`src/rtl/alu_ctr_if.sv`:
```
// alu_ctr_if: bundles the ALU control decoder signals.
//   ALUOp   - operation class from the main control unit (00 ld/st, 01 branch, 10 R-type, 11 rsvd)
//   funct   - R-type function field, instruction bits [5:0]
//   ALUctr  - registered ALU operation select
//   illegal - registered flag, set when the ALUOp/funct combination is not decodable
// master: control side that drives ALUOp/funct and consumes the decode.
// slave:  the decoder itself.
interface alu_ctr_if;
  logic [1:0] ALUOp;
  logic [5:0] funct;
  logic [3:0] ALUctr;
  logic       illegal;

  modport master (
    output ALUOp,
    output funct,
    input  ALUctr,
    input  illegal
  );

  modport slave (
    input  ALUOp,
    input  funct,
    output ALUctr,
    output illegal
  );
endinterface

```
`src/rtl/alu_ctr.sv`:
```
// alu_ctr: ALU control decoder for the MIPS datapath.
// Combines the 2-bit ALUOp class with the 6-bit R-type funct field and produces a registered
// 4-bit ALU operation select plus an illegal-combination flag, one clock after the inputs.
// Ports:
//   clk   - clock, rising edge
//   rst_n - synchronous active-low reset; outputs go to ALUctr=0000, illegal=0
//   bus   - alu_ctr_if.slave: ALUOp, funct in; ALUctr, illegal out
// Build option: define ALU_CTR_EXT_EN to also accept addu/subu/xor/sltu under ALUOp=10.
module alu_ctr (
  input  logic         clk,
  input  logic         rst_n,
  alu_ctr_if.slave     bus
);

  // ALU operation encodings
  localparam logic [3:0] OpAnd  = 4'b0000;
  localparam logic [3:0] OpOr   = 4'b0001;
  localparam logic [3:0] OpAdd  = 4'b0010;
  localparam logic [3:0] OpSub  = 4'b0110;
  localparam logic [3:0] OpSlt  = 4'b0111;
  localparam logic [3:0] OpNor  = 4'b1100;
`ifdef ALU_CTR_EXT_EN
  localparam logic [3:0] OpXor  = 4'b1101;
  localparam logic [3:0] OpSltu = 4'b1000;
`endif

  // R-type function codes
  localparam logic [5:0] FnAdd  = 6'b100000;
  localparam logic [5:0] FnSub  = 6'b100010;
  localparam logic [5:0] FnAnd  = 6'b100100;
  localparam logic [5:0] FnOr   = 6'b100101;
  localparam logic [5:0] FnNor  = 6'b100111;
  localparam logic [5:0] FnSlt  = 6'b101010;
`ifdef ALU_CTR_EXT_EN
  localparam logic [5:0] FnAddu = 6'b100001;
  localparam logic [5:0] FnSubu = 6'b100011;
  localparam logic [5:0] FnXor  = 6'b100110;
  localparam logic [5:0] FnSltu = 6'b101011;
`endif

  logic [3:0] ctr_d, ctr_q;
  logic       illegal_d, illegal_q;

  // Undecodable combinations fall back to ADD so the ALU still sees a benign operation.
  always_comb begin
    ctr_d     = OpAdd;
    illegal_d = 1'b0;
    unique case (bus.ALUOp)
      2'b00: ctr_d = OpAdd;
      2'b01: ctr_d = OpSub;
      2'b10: begin
        case (bus.funct)
          FnAdd:   ctr_d = OpAdd;
          FnSub:   ctr_d = OpSub;
          FnAnd:   ctr_d = OpAnd;
          FnOr:    ctr_d = OpOr;
          FnNor:   ctr_d = OpNor;
          FnSlt:   ctr_d = OpSlt;
`ifdef ALU_CTR_EXT_EN
          FnAddu:  ctr_d = OpAdd;
          FnSubu:  ctr_d = OpSub;
          FnXor:   ctr_d = OpXor;
          FnSltu:  ctr_d = OpSltu;
`endif
          default: begin
            ctr_d     = OpAdd;
            illegal_d = 1'b1;
          end
        endcase
      end
      2'b11: begin
        ctr_d     = OpAdd;
        illegal_d = 1'b1;
      end
      default: begin
        ctr_d     = OpAdd;
        illegal_d = 1'b1;
      end
    endcase
  end

  always_ff @(posedge clk) begin
    if (!rst_n) begin
      ctr_q     <= 4'b0000;
      illegal_q <= 1'b0;
    end else begin
      ctr_q     <= ctr_d;
      illegal_q <= illegal_d;
    end
  end

  assign bus.ALUctr  = ctr_q;
  assign bus.illegal = illegal_q;

endmodule

```
`src/flat_wrapper.sv`:
```
// flat-port wrapper written by rule: the top's interface ports become plain ports
module alu_ctr_flat 
  (clk, rst_n, bus_ALUOp, bus_funct, bus_ALUctr, bus_illegal);
  alu_ctr_if bus_i ();
  input  logic clk;
  input  logic rst_n;
  input wire logic [$bits(bus_i.ALUOp)-1:0] bus_ALUOp;
  input wire logic [$bits(bus_i.funct)-1:0] bus_funct;
  output wire logic [$bits(bus_i.ALUctr)-1:0] bus_ALUctr;
  output wire logic [$bits(bus_i.illegal)-1:0] bus_illegal;
  assign bus_i.ALUOp = bus_ALUOp;
  assign bus_i.funct = bus_funct;
  assign bus_ALUctr = bus_i.ALUctr;
  assign bus_illegal = bus_i.illegal;
  alu_ctr u_core (.clk(clk), .rst_n(rst_n), .bus(bus_i));
endmodule
```
`config.mk`:
```
export PLATFORM = sky130hd
export DESIGN_NAME = alu_ctr_flat
export DESIGN_NICKNAME = d
export VERILOG_FILES = /design/src/rtl/alu_ctr_if.sv /design/src/rtl/alu_ctr.sv /design/src/flat_wrapper.sv
export SDC_FILE = /design/constraint.sdc
export NUM_CORES = 1
export LEC_CHECK = 0
export ABC_CLOCK_PERIOD_IN_PS = 1500
export CORE_AREA = 2 2 39 41
export DETAILED_ROUTE_END_ITERATION = 10
export DIE_AREA = 0 0 41 43
export SYNTH_ARGS = -nofsm -noshare
export SYNTH_HDL_FRONTEND = slang
export SYNTH_SLANG_ARGS = --single-unit
```
`constraint.sdc`:
```
create_clock -name clk -period 1.5 [get_ports clk]
set_clock_uncertainty 0.1 [all_clocks]
set_input_delay 0.225 -clock clk [delete_from_list [all_inputs] [get_ports clk]]
set_output_delay 0.225 -clock clk [all_outputs]
set_load 0.02 [all_outputs]
```
======== After elaboration in Yosys (flattened, before gate mapping) ========
Cells that the tools add are included.
cells by class
  div/mod/pow operators ................... 0
  equality and inequality tests ........... 9
  multiply operators ...................... 0
  muxes and demuxes ....................... 4
  bitwise logic cells ..................... 0
  $add $sub $neg .......................... 0
  order comparisons ....................... 0
  shifts and indexed selects .............. 0
  reduce and logical (&&, ||, !) cells .... 3
operators by type and width
  cell                count
  $eq 6x6->1 const B  6
  $pmux 4 s5          1
  $pmux 4 s3          1
  $reduce_or 6->1     1
  $eq 2x2->1 const B  2
  $eq 2x1->1 const B  1
  $logic_not 2->1     1
  $pmux 1 s2          1
  $reduce_or 2->1     1
  $mux 1              1
word-level totals
  output and inout port bits .............. 5
  logic and storage cells ................. 18
  bits in latches ......................... 0
  RAM bits ................................ 0
  memories ................................ 0
  register bits after elaboration ......... 5
  ROM bits ................................ 0
  input port bits ......................... 10

======== Depth between registers and ports, before layout ========
  depth after elaboration ................. 4
  mapped depth ............................ 5
  depth with buffers taken out ............ 5

======== Worst setup path before layout ========
Ideal clock, no wire load.
  kind .................................... input to register
  start point ............................. input bus_ALUOp[0]
  end point ............................... register u_core.ctr_q[3] (netlist: u_core.bus.ALUctr[3])
  cell stages on the path ................. 5
  library setup time ...................... 73 ps
  arrival time ............................ 971 ps
  required time ........................... 1327 ps
  path slack .............................. 356 ps
  buffers on the path ..................... 0
  path through ............................ inv_1 ha_1 nand2_1 or3_4 nor3_2
between the ends
  longest elaborated chain between the ends .. 3
  elaborated cells on any way between the ends .. 6
  those cells by class .................... eq/ne: 3; mux: 1; reduce/logical: 2
RTL lines
  item                                           line               text
  from (decl)                                    flat_wrapper.sv:7  input wire logic [$bits(bus_i.ALUOp)-1:0] bus_ALUOp;
  $eq 2x2->1 or $logic_not 2->1 (tied branches)  alu_ctr.sv:48      unique case (bus.ALUOp)
  $reduce_or 2->1 (no line)                      -
  $pmux 4 s3 *                                   alu_ctr.sv:48
  to (signal assigned)                           alu_ctr.sv:87      ctr_q <= ctr_d;
  to (decl)                                      alu_ctr.sv:41      logic [3:0] ctr_d, ctr_q;
Mark *: on every way between the ends. The rest lies on a longest branch, timed or not.
A chain may end at the register's enable or synchronous reset.

======== Worst setup path after layout ========
  start point ............................. register u_core.ctr_q[1] (netlist: u_core.bus.ALUctr[1])
  end point ............................... output bus_ALUctr[1]
RTL lines
  item       line               text
  to (decl)  flat_wrapper.sv:9  output wire logic [$bits(bus_i.ALUctr)-1:0] bus_ALUctr;
No word-level cell between the ends.

==> run_results.csv <==
group,metric,value,unit
outcome,status,"finished clean",
setup_path,critPathKind,"register to primary output",
clocking,cts_hold_buf,0,
global_routing,grt_pass1_vias,268,
setup_path,start_kind,"register",
synth,seq_area_frac_synth,33.1,%
synth,yosysWarnings,0,
pwr,total_power,0.386,mW
cells_and_area,fin_cells,72,
synth,ys_types,19,
floorplanning,rows,14,
floorplanning,core,1380,um^2
cells_and_area,seq_area,100,um^2
cells_and_area,nFillCells,145,
floorplanning,initial_utilization,21.9,%
global_routing,track_usage,8.94,%
drt,antenna_left,0,
cells_and_area,layout-drive-gt1-share,19.6,%
synth,synth-xor-area-share,0,%
setup_path,crit_chain,"clkdlybuf4s50_1",
setup_path,crit_buf_inv,1,
setup_path,crit_fanout,1,
sta,finalSetupViolCount,0,
clocking,htreeDepth,1,
setup_path,slowest_delay,590,ps
synth,syn_avg_cell_area,8.91,um^2
clocking,clock_path_buffers,2,
min_path,hold_class,"input pin to register",
setup_path,crit_family,"buffers and inverters",
drt,drc_errors,0,
synth,synth_compound_area_share,18.2,%
global_routing,grt_pass1_wl,993,um
sta,worst_pin_slew,331,ps
pwr,p_leak,0.236,nW
job,maxCapViolCount,0,
placement,dp.final_hpwl,506,um
cells_and_area,final_cell_mix,"clkdlybuf4s50_1, dfxtp_1, inv_1, nor2_1, buf_4",
floorplanning,die_area,1760,um^2
setup_path,endpoint_kind,"primary output",
cells_and_area,fin_nets,70,
synth,synth_mux_area_share,3.72,%
cells_and_area,num_antenna_cells,0,
clocking,cts_buffers,3,
cells_and_area,multiInputGateArea,188,um^2
cells_and_area,area_delta_synth_final,72.3,%
global_routing,antenna_found_initial,0,
clocking,cts.sinks,5,
synth,synth_top_family_by_area,"simple AND/OR/NAND/NOR gates",
pwr,power_density,740,nW/um^2
drt,drt_iter0_drc,8,
cells_and_area,final_common_cell,"clkdlybuf4s50_1",
sta,whs,516,ps
floorplanning,die_x,41,um
sta,fmax,0.687,GHz
synth,synth-seq-cells,5,
synth,syn_area,303,um^2
clocking,cts_resized,0,
clocking,cts_tree,"built",
drt,vias_per_cell,4.08,
placement,io_buffers,14,
setup_path,crit_path_start,"u_core.bus.ALUctr[1]",
synth,synth-simple-area-share,27.7,%
drt,wl_per_cell,8.43,um
min_path,hp-start,"rst_n",
pwr,ir_drop,0.000171,V
drt,route.vias.total,294,
sta,slew_violations,0,
sta,min_period,1460,ps
synth,synth_cells,34,
sta,maxSlewHeadroom,77.7,%
drt,dr.pass1.iters,3,
sta,finalCritPeriodShare,97.1,%
synth,synth_nets,47,
setup_path,cp.required,1170,ps
sta,setup_tns,0,ps
global_routing,grt_overflow_total,0,
clocking,path_clk_slew,40,ps
floorplanning,die_y,43,um
sta,hold_viol_final,0,
placement,dp_cells,68,
floorplanning,io_pins,15,
clocking,cts_setup_buffers,0,
placement,place_congestion,0.797,
drt,wirelength,607,um
clocking,cts_root_buf,"clkbuf_4",
setup_path,crit_slowest_cell,"clkdlybuf4s50_1",
setup_path,arrival,1130,ps
synth,synth_fa_ha_area_share,12.4,%
global_routing,grt_max_degree,6,
-- registers in the layout, summed over array words and instances (netlist names) --
register / cells
u_core.bus.ALUctr: 4
u_core.bus.illegal: 1
-- path summary, 6_finish.rpt --
path / to / cells after the start
setup / recovery: bus_ALUctr[1] / 1
hold / removal: u_core.bus.ALUctr[2] / 2
-- routing by layer --
metal	GRT usage, %	part of all wire (%)
met5	0	0
met4	8.00	0
met3	4.71	8.2
met2	13.1	49
met1	8.36	42
-- cell usage after synthesis --
| cell type | count | share of area (%) |
|---|---|---|
| dfxtp_1 | 5 | 33 |
| inv_1 | 4 | 5.0 |
| nor2_1 | 4 | 5.0 |
| ha_1 | 3 | 12 |
| nand2_1 | 2 | 2.5 |
| nor2b_1 | 2 | 4.1 |
| o21ai_0 | 2 | 3.3 |
| a211oi_1 | 1 | 2.5 |
| a21boi_0 | 1 | 2.5 |
| a21oi_1 | 1 | 1.7 |
| a2bb2oi_1 | 1 | 2.9 |
| mux2_2 | 1 | 3.7 |
| nand2b_4 | 1 | 4.5 |
| nand3b_1 | 1 | 2.5 |
| nor3_2 | 1 | 3.3 |
| o21a_1 | 1 | 2.5 |
| o41ai_1 | 1 | 2.9 |
| or2_0 | 1 | 2.1 |
| or3_4 | 1 | 3.7 |
-- report_power, final --
part           total [mW]  switching, mW  internal [mW]
Sequential          0.141        0.00143          0.140
Combinational      0.0930         0.0378         0.0551
Clock               0.152         0.0515          0.100
-- logic make-up (layout without fill, tap and decap cells) --
| group | Yosys count | count (layout) |
|---|---|---|
| AND/OR/NAND/NOR | 13 | 13 |
| AO/OA/AOI/OAI | 8 | 8 |
| flip-flops | 5 | 5 |
| buffers and inverters | 4 | 26 |
| adder cells (fa/ha/maj) | 3 | 3 |
| multiplexers | 1 | 1 |
-- final cells by class --
| class | count | share of cell area [%] |
|---|---|---|
| Clock buffer | 4 | 5.04 |
| Inverter | 4 | 2.88 |
| Sequential cell | 5 | 19.2 |
| Multi-Input combinational cell | 25 | 36.0 |
| Tap cell | 16 | 3.84 |
| Timing Repair Buffer | 18 | 33.1 |
-- per-stage QoR --
stage / util [%] / worst slack (ps) / area, um^2
2_1_floorplan: - / 356 / 303
3_3_place_gp: 35.6 / -158 / 493
3_5_place_dp: 35.6 / -184 / 493
4_1_cts: 37.5 / 25.8 / 519
5_1_grt: 37.7 / -4.16 / 522
6_report: 37.7 / 43.8 / 522
Note: power is estimated with default switching activity, not from simulation.
